<file path="src/rtl/traffic_pkg.sv">
// Shared light, fault and monitor-state types for the traffic safety stage.
// Latency: n/a (types only).
// Backpressure: n/a (types only).
package traffic_pkg;

    typedef enum logic [1:0] {
        RED    = 2'b00,
        YELLOW = 2'b10,
        GREEN  = 2'b11
    } light_t;

    // 01 is never produced by a healthy controller.
    localparam logic [1:0] CODE_ILLEGAL = 2'b01;

    // Lower value wins when several violations fire on the same sample.
    typedef enum logic [2:0] {
        FLT_NONE         = 3'd0,
        FLT_ILLEGAL_CODE = 3'd1,
        FLT_CONFLICT     = 3'd2,
        FLT_SKIP_YELLOW  = 3'd3,
        FLT_BAD_SEQ      = 3'd4,
        FLT_SHORT_YELLOW = 3'd5,
        FLT_STUCK_GREEN  = 3'd6
    } fault_t;

    typedef enum logic [1:0] {
        NORMAL  = 2'd0,
        FAULT   = 2'd1,
        RECOVER = 2'd2
    } mon_state_t;

    // Per-road violation flags from one light_seq_checker.
    typedef struct packed {
        logic illegal;
        logic skip_yellow;
        logic bad_seq;
        logic short_yellow;
        logic stuck_green;
    } road_flags_t;

endpackage

</file>
<file path="src/rtl/light_seq_checker.sv">
// Per-road sequence/dwell checker: flags bad codes, transitions and dwell times.
// Latency: flags are combinational on the current sample vs registered history.
// Backpressure: none; a new code is sampled every clock.
module light_seq_checker
    import traffic_pkg::*;
#(
    parameter int MIN_YT    = 15,
    parameter int MAX_GREEN = 60
)
(
    input  logic        clk,
    input  logic        rst_n,
    input  logic [1:0]  code,
    input  logic        hist_clr,
    output road_flags_t flags
);

    // Dwell saturates one past the green limit; MIN_YT must fit below that.
    localparam int             DW         = $clog2(MAX_GREEN + 2);
    localparam logic [DW-1:0]  DWELL_SAT  = DW'(MAX_GREEN + 1);
    localparam logic [DW-1:0]  DWELL_GMAX = DW'(MAX_GREEN);
    localparam logic [DW-1:0]  DWELL_YMIN = DW'(MIN_YT);

    logic [1:0]    prev;
    logic [DW-1:0] dwell;
    logic          hist_vld;
    logic          same;

    // Current sample repeats the previous one.
    always_comb same = (code == prev);

    // Flags: illegal code always; transition and dwell checks need history.
    always_comb begin
        flags         = '0;
        flags.illegal = (code == CODE_ILLEGAL);
        if (hist_vld) begin
            flags.skip_yellow  = (prev == GREEN)  && (code == RED);
            flags.bad_seq      = (prev == YELLOW) && (code == GREEN);
            flags.short_yellow = (prev == YELLOW) && (code == RED) && (dwell < DWELL_YMIN);
            // dwell counts earlier GREEN samples; this sample makes it dwell+1.
            flags.stuck_green  = (prev == GREEN)  && (code == GREEN) && (dwell >= DWELL_GMAX);
        end
    end

    // History register: previous code, saturating dwell count, valid flag.
    always_ff @(posedge clk or negedge rst_n) begin
        if (!rst_n) begin
            prev     <= RED;
            dwell    <= '0;
            hist_vld <= 1'b0;
        end else if (hist_clr) begin
            prev     <= RED;
            dwell    <= '0;
            hist_vld <= 1'b0;
        end else begin
            prev     <= code;
            hist_vld <= 1'b1;
            if (!hist_vld || !same) begin
                dwell <= DW'(1);
            end else if (dwell != DWELL_SAT) begin
                dwell <= dwell + DW'(1);
            end
        end
    end

endmodule

</file>
<file path="src/rtl/traffic_conflict_monitor.sv">
// Safety stage: registers road light codes, latches first violation, forces all-red + flash.
// Latency: 1 cycle pass-through in NORMAL; violations force RED on the sampling edge.
// Backpressure: none; inputs are sampled every clock, fault_clr is level-sampled.
module traffic_conflict_monitor
    import traffic_pkg::*;
#(
    parameter int MIN_YT     = 15,
    parameter int MAX_GREEN  = 60,
    parameter int BLINK_HALF = 5,
    parameter int ALL_RED    = 3
)
(
    input  logic       clk,
    input  logic       rst_n,
    input  logic [1:0] roadA_in,
    input  logic [1:0] roadB_in,
    input  logic       fault_clr,
    output logic [1:0] roadA_out,
    output logic [1:0] roadB_out,
    output logic       fault,
    output logic [2:0] fault_code,
    output logic       flash
);

    localparam int            BW         = $clog2(BLINK_HALF + 1);
    localparam int            RW         = $clog2(ALL_RED + 1);
    localparam logic [BW-1:0] BLINK_LAST = BW'(BLINK_HALF - 1);
    localparam logic [RW-1:0] REC_LAST   = RW'(ALL_RED - 1);

    road_flags_t flags_a;
    road_flags_t flags_b;
    logic        conflict;
    logic        both_red;
    logic        viol;
    fault_t      viol_code;
    logic        hist_clr;

    mon_state_t  state;
    mon_state_t  state_nxt;
    fault_t      code_q;
    fault_t      code_nxt;
    logic [1:0]  a_nxt;
    logic [1:0]  b_nxt;
    logic        flash_nxt;
    logic [BW-1:0] bcnt;
    logic [BW-1:0] bcnt_nxt;
    logic [RW-1:0] rcnt;
    logic [RW-1:0] rcnt_nxt;

    light_seq_checker #(.MIN_YT(MIN_YT), .MAX_GREEN(MAX_GREEN)) u_chk_a (
        .clk      (clk),
        .rst_n    (rst_n),
        .code     (roadA_in),
        .hist_clr (hist_clr),
        .flags    (flags_a)
    );

    light_seq_checker #(.MIN_YT(MIN_YT), .MAX_GREEN(MAX_GREEN)) u_chk_b (
        .clk      (clk),
        .rst_n    (rst_n),
        .code     (roadB_in),
        .hist_clr (hist_clr),
        .flags    (flags_b)
    );

    // Cross-road checks on the current sample.
    always_comb begin
        conflict = (roadA_in != RED) && (roadB_in != RED);
        both_red = (roadA_in == RED) && (roadB_in == RED);
    end

    // Priority encoder: lowest violation code wins.
    always_comb begin
        viol_code = FLT_NONE;
        if (flags_a.illegal || flags_b.illegal) begin
            viol_code = FLT_ILLEGAL_CODE;
        end else if (conflict) begin
            viol_code = FLT_CONFLICT;
        end else if (flags_a.skip_yellow || flags_b.skip_yellow) begin
            viol_code = FLT_SKIP_YELLOW;
        end else if (flags_a.bad_seq || flags_b.bad_seq) begin
            viol_code = FLT_BAD_SEQ;
        end else if (flags_a.short_yellow || flags_b.short_yellow) begin
            viol_code = FLT_SHORT_YELLOW;
        end else if (flags_a.stuck_green || flags_b.stuck_green) begin
            viol_code = FLT_STUCK_GREEN;
        end
        viol = (viol_code != FLT_NONE);
    end

    // Next state, outputs, blink and recovery counters.
    // A violation on the clearing edge keeps the monitor in FAULT.
    always_comb begin
        state_nxt = state;
        code_nxt  = code_q;
        a_nxt     = RED;
        b_nxt     = RED;
        flash_nxt = 1'b0;
        bcnt_nxt  = '0;
        rcnt_nxt  = '0;
        hist_clr  = 1'b0;
        case (state)
            NORMAL: begin
                if (viol) begin
                    state_nxt = FAULT;
                    code_nxt  = viol_code;
                end else begin
                    a_nxt = roadA_in;
                    b_nxt = roadB_in;
                end
            end
            FAULT: begin
                if (!viol && fault_clr && both_red) begin
                    state_nxt = RECOVER;
                end else begin
                    flash_nxt = flash;
                    if (bcnt == BLINK_LAST) begin
                        bcnt_nxt  = '0;
                        flash_nxt = ~flash;
                    end else begin
                        bcnt_nxt = bcnt + BW'(1);
                    end
                end
            end
            RECOVER: begin
                if (viol) begin
                    state_nxt = FAULT;
                    code_nxt  = viol_code;
                end else if (rcnt == REC_LAST) begin
                    state_nxt = NORMAL;
                    code_nxt  = FLT_NONE;
                    hist_clr  = 1'b1;
                end else begin
                    rcnt_nxt = rcnt + RW'(1);
                end
            end
            default: begin
                state_nxt = NORMAL;
                code_nxt  = FLT_NONE;
            end
        endcase
    end

    // State register.
    always_ff @(posedge clk or negedge rst_n) begin
        if (!rst_n) begin
            state <= NORMAL;
        end else begin
            state <= state_nxt;
        end
    end

    // Output, fault-code and counter registers.
    always_ff @(posedge clk or negedge rst_n) begin
        if (!rst_n) begin
            roadA_out <= RED;
            roadB_out <= RED;
            code_q    <= FLT_NONE;
            flash     <= 1'b0;
            bcnt      <= '0;
            rcnt      <= '0;
        end else begin
            roadA_out <= a_nxt;
            roadB_out <= b_nxt;
            code_q    <= code_nxt;
            flash     <= flash_nxt;
            bcnt      <= bcnt_nxt;
            rcnt      <= rcnt_nxt;
        end
    end

    // fault tracks the registered state, so it changes on the same edge as the outputs.
    always_comb begin
        fault      = (state != NORMAL);
        fault_code = code_q;
    end

endmodule

</file>
<file path="config.mk">
export PLATFORM = sky130hd
export DESIGN_NAME = traffic_conflict_monitor
export DESIGN_NICKNAME = d
export VERILOG_FILES = /design/src/rtl/traffic_pkg.sv /design/src/rtl/light_seq_checker.sv /design/src/rtl/traffic_conflict_monitor.sv
export SDC_FILE = /design/constraint.sdc
export NUM_CORES = 1
export LEC_CHECK = 0
export ABC_AREA = 1
export CAP_MARGIN = 20
export CORE_ASPECT_RATIO = 0.75
export CORE_MARGIN = 3
export CORE_UTILIZATION = 34
export CTS_CLUSTER_DIAMETER = 60
export DETAILED_ROUTE_END_ITERATION = 7
export PLACE_DENSITY = 0.6
export SETUP_SLACK_MARGIN = 0.3
export SLEW_MARGIN = 20
export SYNTH_ARGS = -nofsm -noshare
export SYNTH_HDL_FRONTEND = slang
export SYNTH_SLANG_ARGS = --single-unit
</file>
<file path="constraint.sdc">
create_clock -name clk -period 2.7 [get_ports clk]
set_clock_uncertainty 0.15 [all_clocks]
set_input_delay 0.81 -clock clk [delete_from_list [all_inputs] [get_ports clk]]
set_output_delay 0.81 -clock clk [all_outputs]
set_load 0.005 [all_outputs]
</file>
Word level (Yosys, flattened, before mapping)
Cells that the tools add are included.
{"block": "totals", "in_bits": 7, "regBits": 32, "ram_bits": 0, "output_inout_bits": 9, "mem_bits_ro": 0, "latch_bits": 0, "memories": 0}
{"block": "op_classes", "n_eq_ne": 20, "bitwise": 2, "add_sub_neg": 4, "multipliers": 0, "order_cmp": 4, "n_div": 0, "n_shift": 0, "reduce_logical": 38, "mux": 42}
{"op": "3-bit two-way mux", "n": 12}
{"op": "6-bit two-way mux", "n": 6}
{"op": "2-bit two-way mux", "n": 13}
{"op": "2-bit equality test, second input constant", "n": 8}
{"op": "1-bit logical AND", "n": 16}
{"op": "6-bit by 1-bit adder with 6-bit output, second input constant", "n": 2}
{"op": "6-bit greater-or-equal comparator, second input constant", "n": 2}
{"op": "6-bit by 4-bit < comparator with 1-bit output, second input constant", "n": 2}
{"op": "6-bit inequality test, second input constant", "n": 2}
{"op": "3-bit one-hot mux with 3 select lines", "n": 1}
{"op": "3-bit nonzero test", "n": 3}
{"op": "4-bit two-way mux", "n": 2}
{"op": "1-bit logical OR", "n": 7}
{"op": "1-bit two-way mux", "n": 7}
{"op": "2-bit by 1-bit equality test with 1-bit output, second input constant", "n": 3}
{"op": "2-bit zero test", "n": 3}
{"op": "3-bit inequality test, second input constant", "n": 2}
{"op": "2-bit one-hot mux with 3 select lines", "n": 1}
{"op": "3-bit AND reduction", "n": 2}
{"op": "2-bit nonzero test", "n": 3}
{"op": "2-bit equality test", "n": 2}
{"op": "1-bit zero test", "n": 4}
{"op": "2-bit inequality test, second input constant", "n": 2}
{"op": "3-bit by 1-bit adder with 3-bit output, second input constant", "n": 1}
{"op": "3 further kinds", "n": 4}

Logic depth before layout (Yosys ltp)
Gate-level depths: netlist of the first run.
{"block": "logic_depth", "ltp_word": 17, "mapped_depth": 13, "depth_no_buf": 13}

By module
A second synthesis of the first run with hierarchy kept.
{"block": "hier_totals", "hier_cells": 247, "area_unflattened_um2": 1875.5}
{"module": "traffic_conflict_monitor", "seq_area_each_um2": 375.4, "area_per_inst_um2": 799.5, "cells_each": 105, "n_inst": 1}
{"module": "light_seq_checker (u_chk_a)", "seq_area_each_um2": 225.2, "area_per_inst_um2": 541.8, "cells_each": 72, "n_inst": 1}
{"module": "light_seq_checker (u_chk_b)", "seq_area_each_um2": 225.2, "area_per_inst_um2": 534.3, "cells_each": 70, "n_inst": 1}

Least setup slack after synthesis of the first run
OpenSTA, ideal clock, no wires.
{"block": "synth_timing", "path_kind": "input port to flip-flop", "startpoint": "in roadB_in[0]", "endpoint": "reg u_chk_a.dwell[4]", "path_slack_ns": 0.486, "setup_time_ns": 0.113, "t_arrival_ns": 1.951, "cell_stages": 11, "t_required_ns": 2.437, "path_cell_list": "nor2_1 > nand3_1 > nor2_1 > nor2_1 > nand3_1 > nand2_1 > nor2_4 > nand4_4 > buf_6 > nand2_1 > inv_1"}
{"block": "synth_via", "elab_chain_len": 15}
{"item": "from (decl)", "line": "traffic_conflict_monitor.sv:16", "rtl": "input logic [1:0] roadB_in,"}
{"item": "2-bit equality test", "line": "light_seq_checker.sv:38, light_seq_checker.sv:41"}
{"item": "1-bit logical AND (2 in a row)", "line": "light_seq_checker.sv:41", "rtl": "flags.stuck_green = (prev == GREEN) && (code == GREEN) && (dwell >= DWELL_GMAX);"}
{"item": "4-bit two-way mux", "line": "light_seq_checker.sv:36", "rtl": "if (hist_vld) begin"}
{"item": "1-bit logical OR", "line": "traffic_conflict_monitor.sv:85", "rtl": "end else if (flags_a.stuck_green || flags_b.stuck_green) begin"}
{"item": "3-bit two-way mux", "line": "traffic_conflict_monitor.sv:85"}
{"item": "3-bit two-way mux", "line": "traffic_conflict_monitor.sv:83", "rtl": "end else if (flags_a.short_yellow || flags_b.short_yellow) begin"}
{"item": "3-bit two-way mux", "line": "traffic_conflict_monitor.sv:81", "rtl": "end else if (flags_a.bad_seq || flags_b.bad_seq) begin"}
{"item": "3-bit two-way mux", "line": "traffic_conflict_monitor.sv:79", "rtl": "end else if (flags_a.skip_yellow || flags_b.skip_yellow) begin"}
{"item": "3-bit two-way mux", "line": "traffic_conflict_monitor.sv:77", "rtl": "end else if (conflict) begin"}
{"item": "3-bit two-way mux *", "line": "traffic_conflict_monitor.sv:75", "rtl": "if (flags_a.illegal || flags_b.illegal) begin"}
{"item": "3-bit nonzero test *", "line": "traffic_conflict_monitor.sv:88", "rtl": "viol = (viol_code != FLT_NONE);"}
{"item": "1-bit two-way mux *", "line": "traffic_conflict_monitor.sv:126", "rtl": "if (viol) begin"}
{"item": "1-bit two-way mux *", "line": "traffic_conflict_monitor.sv:102", "rtl": "case (state)"}
{"item": "3-bit nonzero test (no source line) / 6-bit two-way mux (equally long branches)"}
{"item": "to (signal assigned)", "line": "light_seq_checker.sv:61", "rtl": "dwell <= dwell + DW'(1);"}
{"item": "to (decl)", "line": "light_seq_checker.sv:25", "rtl": "logic [DW-1:0] dwell;"}
Every way passes the cells marked *; elsewhere a longest branch is shown, timed or not.
A chain may end at the register's enable or synchronous reset.

Worst setup path after layout of the first run
{"block": "layout_timing", "startpoint": "reg state[0]", "endpoint": "out fault"}
{"block": "layout_via", "elab_chain_len": 1}
{"item": "from (decl)", "line": "traffic_conflict_monitor.sv:38", "rtl": "mon_state_t state;"}
{"item": "from (signal assigned)", "line": "traffic_conflict_monitor.sv:149", "rtl": "state <= state_nxt;"}
{"item": "2-bit nonzero test", "line": "traffic_conflict_monitor.sv:174", "rtl": "fault = (state != NORMAL);"}
{"item": "to (decl)", "line": "traffic_conflict_monitor.sv:20", "rtl": "output logic fault,"}
No other way between the ends.

==> flow_summary.toml, run 1 <==
[final_layout]
fillers = 525
diodes = 0
layout-area-overhead-vs-synth_pct = 27.37
finish.utilization_pct = 46.94
drive_gt1_share_pct = 19.26
seq_area_um2 = 800.8
multi_input_area_um2 = 958.4
nets = 308
instances_no_fill = 368

[run]
drv_cap = 0

[setup_path]
crit_arrival_ns = 1.36
worstPathRequired_ns = 1.74
reg2reg_to = "u_chk_b.dwell[2]"
r2r_start = "u_chk_a.dwell[0]"
cp_max_fo = 3
worst-r2r-cell-count = 13
ff2ff_setup_slack_ns = 0.62
cp-start-kind = "flip-flop"
crit_path_end_kind = "output pin"
worstSetupStartpoint = "state[0]"
criticalPathCategory = "reg -> out"

[place]
port_buffers = 15
gp_congestion = 0.8243
dp_cells = 359
hpwl_um = 2956

[synthesis]
synth_top_area_share_pct = 42.22
yosys.area.top_type = "dfrtp_1"
synth_edf_count = 0
ys_async_sr_fraction_pct = 100.0
synth-seq-cells = 32
synthFlopType = "dfrtp_1"
synth-compound-area-share_pct = 6.332
syn_area_per_cell_um2 = 7.497
syn-num-nets = 266
synthAdderAreaFrac_pct = 3.958
synthMuxAreaShare_pct = 0
synth_top_family_by_area = "simple AND/OR/NAND/NOR gates"
yosys_warnings = 0
yosys-top-cells-area = "dfrtp_1 42%, nand2_1 13%, inv_1 8.3%"
synth_most_common_cell = "nand2_1"
synth.top_cells.by_count = "66 x nand2_1, 42 x inv_1, 32 x dfrtp_1"
synth_simple_gate_area_share_pct = 36.81
post_synth_num_cell_types = 27
syn_inst = 253
synth_xor_area_share_pct = 1.385
synth_area_mm2 = 0.001897
seq_area_frac_synth_pct = 42.22

[clock_tree]
root_buffer = "clkbuf_8"
clock_path_buffers = 2
clk_pin_slew_ns = 0.07
clk_latency_ns = 0.28
cts_buffers = 5
h-tree-depth = 2
cts_sinks = 32
cts_tree = "done"

[floorplan]
die_w_um = 92.25
dieArea_mm2 = 0.006520
die_height_um = 70.69
rows = 22
core_mm2 = 0.005147
design.portCount = 16
initial_utilization_pct = 36.85

[sta]
tightestPinTransition_ns = 0.4083
slew_violations = 0
min_period_ns = 2.321
max_slew_margin_pct = 72.78
fmax_ghz = 0.4308
setup_violations = 0
hold_viol = 0
post-route-period-util_pct = 85.97
hold-worst-slack_ns = 0.2789
rsz0062_at_grt = "yes"

[route]
ant_nets = 0
drt-vias-per-instance = 4.457
wl_per_cell_um = 10.55
dr_total_vias = 1640
drtIter0Drc = 61
drc = 0
drt-pass1-iter-count = 4
drt-total-wl_um = 3883

[hold_path]
whs_path_depth = 1
min-delay-start = "rcnt[1]"
hold-path-endpoint = "rcnt[0]"
hold_class = "reg -> reg"

[outcome]
outcome = "finished, final reports clean"

[global_route]
grt_max_degree = 33
grt_pass1_vias = 1548
antenna_found_initial = 0
grt_pass1_wl_um = 7017
grt_overflow = 0
grt_usage_pct = 13.15

[power]
power.leakage_uw = 0.001295
power_density_mw_per_mm2 = 559.1
vdd_drop_max_v = 0.0002288
## critical path: stages, from the launching register on
cell and delay, ns:
dfrtp_1 0.42, nor2_2 0.16, inv_1 0.05, clkdlybuf4s50_1 0.45
## metrics by stage
| stage | setup slack (ns) | power, µW | setup TNS, ns | area [µm²] |
|---|---|---|---|---|
| final | 0.3788 | 1351 | 0 | 2416 |
| after global routing | 0.2948 | 1450 | 0 | 2416 |
| after CTS | 0.3327 | 1349 | 0 | 2402 |
| after detailed placement | -0.1926 | 959.7 | -3.132 | 2288 |
| after global placement | -0.1432 | 955.5 | -2.245 | 2288 |
| after floorplan | 0.4856 | 804.2 | 0 | 1897 |
## worst max-delay path by stage
stage | end | cells after the start
2_1_floorplan | u_chk_a.dwell[4] | 11
3_3_place_gp | state[0] | 11
3_5_place_dp | state[0] | 11
4_1_cts | fault | 3
5_1_grt | fault_code[1] | 12
6_report | fault | 3
## layout make-up
cell class,count,share of cell area (%)
clock inverter,2,0.4143
clock buffer,6,3.418
inverter,44,6.836
multi-input combinational,176,39.67
sequential,32,33.14
timing repair buffer,36,12.79
tap,72,3.729
## flip-flops by register name (all words and copies together) (netlist names)
signal,flops
bcnt,3
flash,1
rcnt,2
u_chk_b.dwell,6
u_chk_b.prev,2
roadB_out,2
u_chk_a.prev,2
u_chk_a.dwell,6
roadA_out,2
state,2
fault_code,3
u_chk_b.hist_vld,1
## cells in the final DEF (no fill, tap or decap), types with 2 or more instances in the layout
| master | instances |
|---|---|
| nand4_1 | 4 |
| nand3_1 | 28 |
| or2_2 | 3 |
| inv_2 | 3 |
| nor2_4 | 5 |
| nand3b_1 | 3 |
| nand2_2 | 3 |
| nand3_2 | 2 |
| clkdlybuf4s50_1 | 11 |
| nand2_1 | 64 |
| clkinv_2 | 2 |
| dfrtp_1 | 32 |
| xor2_1 | 2 |
| buf_4 | 20 |
| nor3_1 | 5 |
| clkbuf_2 | 2 |
| a21oi_1 | 2 |
| inv_1 | 41 |
| o21ai_0 | 6 |
| nor2_1 | 28 |
| clkbuf_8 | 6 |
| ha_1 | 6 |
| nor2_2 | 6 |
## power by group
| part | total (µW) | internal (µW) | switching, µW | leakage [µW] |
|---|---|---|---|---|
| logic | 377 | 176 | 201 | 0.000831 |
| registers | 593 | 542 | 51.5 | 0.000413 |
| clock network | 381 | 203 | 178 | 0.0000510 |
## layer usage
layer | GRT usage (%) | share of wire [%] | up-vias
met5 | 0 | 0 | -
met2 | 19.58 | 41 | 21
met3 | 3.507 | 3.7 | 4
met4 | 2.471 | 0.59 | 0
li1 | - | - | 870
met1 | 19.39 | 54 | 745
## logic make-up after synthesis
logic type,count (synthesis)
buffers and inverters,45
AOI/OAI and AO/OA,15
DFF,32
and+or+nand+nor,152
adders and majority gates,6
xor gates and xnor gates,3
## timing repair
| action | 4_1_cts | 5_1_grt |
|---|---|---|
| hold buffers | 0 | 0 |
| resized for setup | 11 | 10 |
| endpoints found under the setup margin | 32 | 16 |
| setup buffers | 0 | 1 |
| pin swaps | 2 | 5 |
Note: power is estimated with default switching activity, not from simulation.
==> run 2, diff against run 1 <==
ABC_AREA = 0   (was 1)
==> flow_summary.toml, run 2 <==
[route]
drtIter0Drc = 61
dr_total_vias = 1575
ant_nets = 0
wl_per_cell_um = 14.62
drt-total-wl_um = 4677
drt-pass1-iter-count = 4
drt-vias-per-instance = 4.922
drc = 0

[place]
hpwl_um = 2790
port_buffers = 15
gp_congestion = 0.7885

[synthesis]
syn_area_per_cell_um2 = 9.758
post_synth_num_cell_types = 44
ys_async_sr_fraction_pct = 100.0
synth_most_common_cell = "dfrtp_1"
synth-compound-area-share_pct = 11.99
synth_xor_area_share_pct = 5.854
synth-seq-cells = 32
synthAdderAreaFrac_pct = 4.181
synthMuxAreaShare_pct = 0.5575
synth_area_mm2 = 0.001795
yosys_warnings = 0
seq_area_frac_synth_pct = 44.60
synth_top_area_share_pct = 44.60
syn_inst = 184
synthFlopType = "dfrtp_1"
synth_simple_gate_area_share_pct = 27.04
synth_top_family_by_area = "simple AND/OR/NAND/NOR gates"
synth.top_cells.by_count = "32 x dfrtp_1, 14 x inv_1, 14 x nor2_1"
syn-num-nets = 197
yosys.area.top_type = "dfrtp_1"
synth_edf_count = 0
yosys-top-cells-area = "dfrtp_1 45%, ha_1 4.2%, xnor2_1 3.9%"

[floorplan]
core_mm2 = 0.004982
design.portCount = 16
rows = 22
die_height_um = 68.94
initial_utilization_pct = 36.04
dieArea_mm2 = 0.006198
die_w_um = 89.91

[sta]
tightestPinTransition_ns = 0.6219
hold_viol = 0
min_period_ns = 2.551
hold-worst-slack_ns = 0.3846
post-route-period-util_pct = 94.50
tns_ns = 0
setup_violations = 0
rsz0062_at_grt = "yes"
max_slew_margin_pct = 58.46
slew_violations = 0
fmax_ghz = 0.3919

[setup_path]
crit_path_end_kind = "flip-flop"
criticalPathCategory = "in -> reg"
worstPathRequired_ns = 2.77
slowest_stage = "or4_4"
crit_arrival_ns = 2.62
cp-start-kind = "input port"
path_cells = "buf_6 > or4_4 > nor3_4 > o211ai_2 > and3b_2 > and3_4 > buf_12 > buf_16 > nor3_2"
max_stage_delay_ns = 0.52
cp_max_fo = 8

[run]
drv_cap = 0

[outcome]
outcome = "finished, final reports clean"

[final_layout]
diodes = 0
layout_commonest_cell = "buf_4"
top_regs = "u_chk_a.dwell: 6 flops, u_chk_b.dwell: 6 flops"
final_cell_mix = "33 x buf_4, 30 x dfrtp_1, 14 x inv_1"
drive_gt1_share_pct = 43.95
layout-area-overhead-vs-synth_pct = 57.07
fillers = 419
nets = 260
finish.utilization_pct = 56.60

[global_route]
grt_usage_pct = 14.90
grt_pass1_wl_um = 7155
grt_pass1_vias = 1453
antenna_found_initial = 0
grt_overflow = 0
grt_max_degree = 33

[power]
power_density_mw_per_mm2 = 503.9
power.leakage_uw = 0.001156
vdd_drop_max_v = 0.0002245

[clock_tree]
cts_buffers = 5
hold_buffers = 0
cts_tree = "done"
clock_path_buffers = 2
clk_pin_slew_ns = 0.07
root_buffer = "clkbuf_8"
clk_latency_ns = 0.29
cts_sinks = 32
h-tree-depth = 2

[hold_path]
hold_class = "reg -> reg"
## run 2: cell type report
type,instances,area (µm²),share of cell area (%)
multi-input cells,131,1145,40.59
well taps,72,90.09,3.194
repair buffers,63,618.1,21.92
flip-flops and latches,32,803.3,28.48
clock buffers,5,68.82,2.440
clock inverters,3,42.54,1.508
inverters,14,52.55,1.863
## run 2: repair_timing
action / in CTS / in global routing
pin swaps: 19 / 16
resized for setup: 54 / 32
endpoints found under the setup margin: 33 / 33
endpoints found under the hold margin: 0 / 0
buffers inserted: 10 / 11
gates cloned: 2 / 0
## run 2: logic make-up after synthesis
logic type	after synthesis
compound gates	31
xor+xnor	12
fa+ha+maj	6
buf+inv	21
flops	32
mux	1
simple gates	81
## run 2: worst paths after layout
path / cells past startpoint / from / to / slack [ns]
setup / recovery: 9 / roadA_in[1] / u_chk_a.dwell[1] / 0.15
hold / removal: 2 / fault_code[2] / fault_code[2] / 0.38
setup reg to reg: 10 / u_chk_a.dwell[1] / u_chk_b.hist_vld / 0.18
hold reg to reg: 2 / fault_code[2] / fault_code[2] / 0.38
max in group asynchronous: 2 / rst_n / state[0] / 1.30
min in group asynchronous: 2 / rst_n / u_chk_b.dwell[0] / 0.77
## run 2: metal layers
metal,track usage [%],up-vias,routed length (µm)
met5,0,-,0
met4,4.198,0,34
met3,3.796,5,191
met2,21.91,30,1995
met1,21.72,766,2457
li1,-,774,-
## run 2: per-stage QoR
step                      power (µW)  setup WS (ns)  cells  instance area (µm²)
after floorplan                744.4       -0.01019    184                 1812
after global routing            1503        0.08366    320                 2820
after global placement         858.9        -0.4641    289                 2191
after detailed placement       866.9        -0.5038    289                 2191
final                           1421         0.1486    320                 2820
after CTS                       1389         0.1146    309                 2605
## run 2: worst max-delay path, delay by kind of cell
family	cells	cell delay [ns]
and+or+nand+nor	5	1.33
buffers and inverters	3	0.35
AOI/OAI and AO/OA	1	0.12
## run 2: where the power goes
part	internal (µW)	switching, µW	total [µW]
logic	211	179	391
clock network	273	187	460
registers	531	39.8	571
total	1020	406	1420
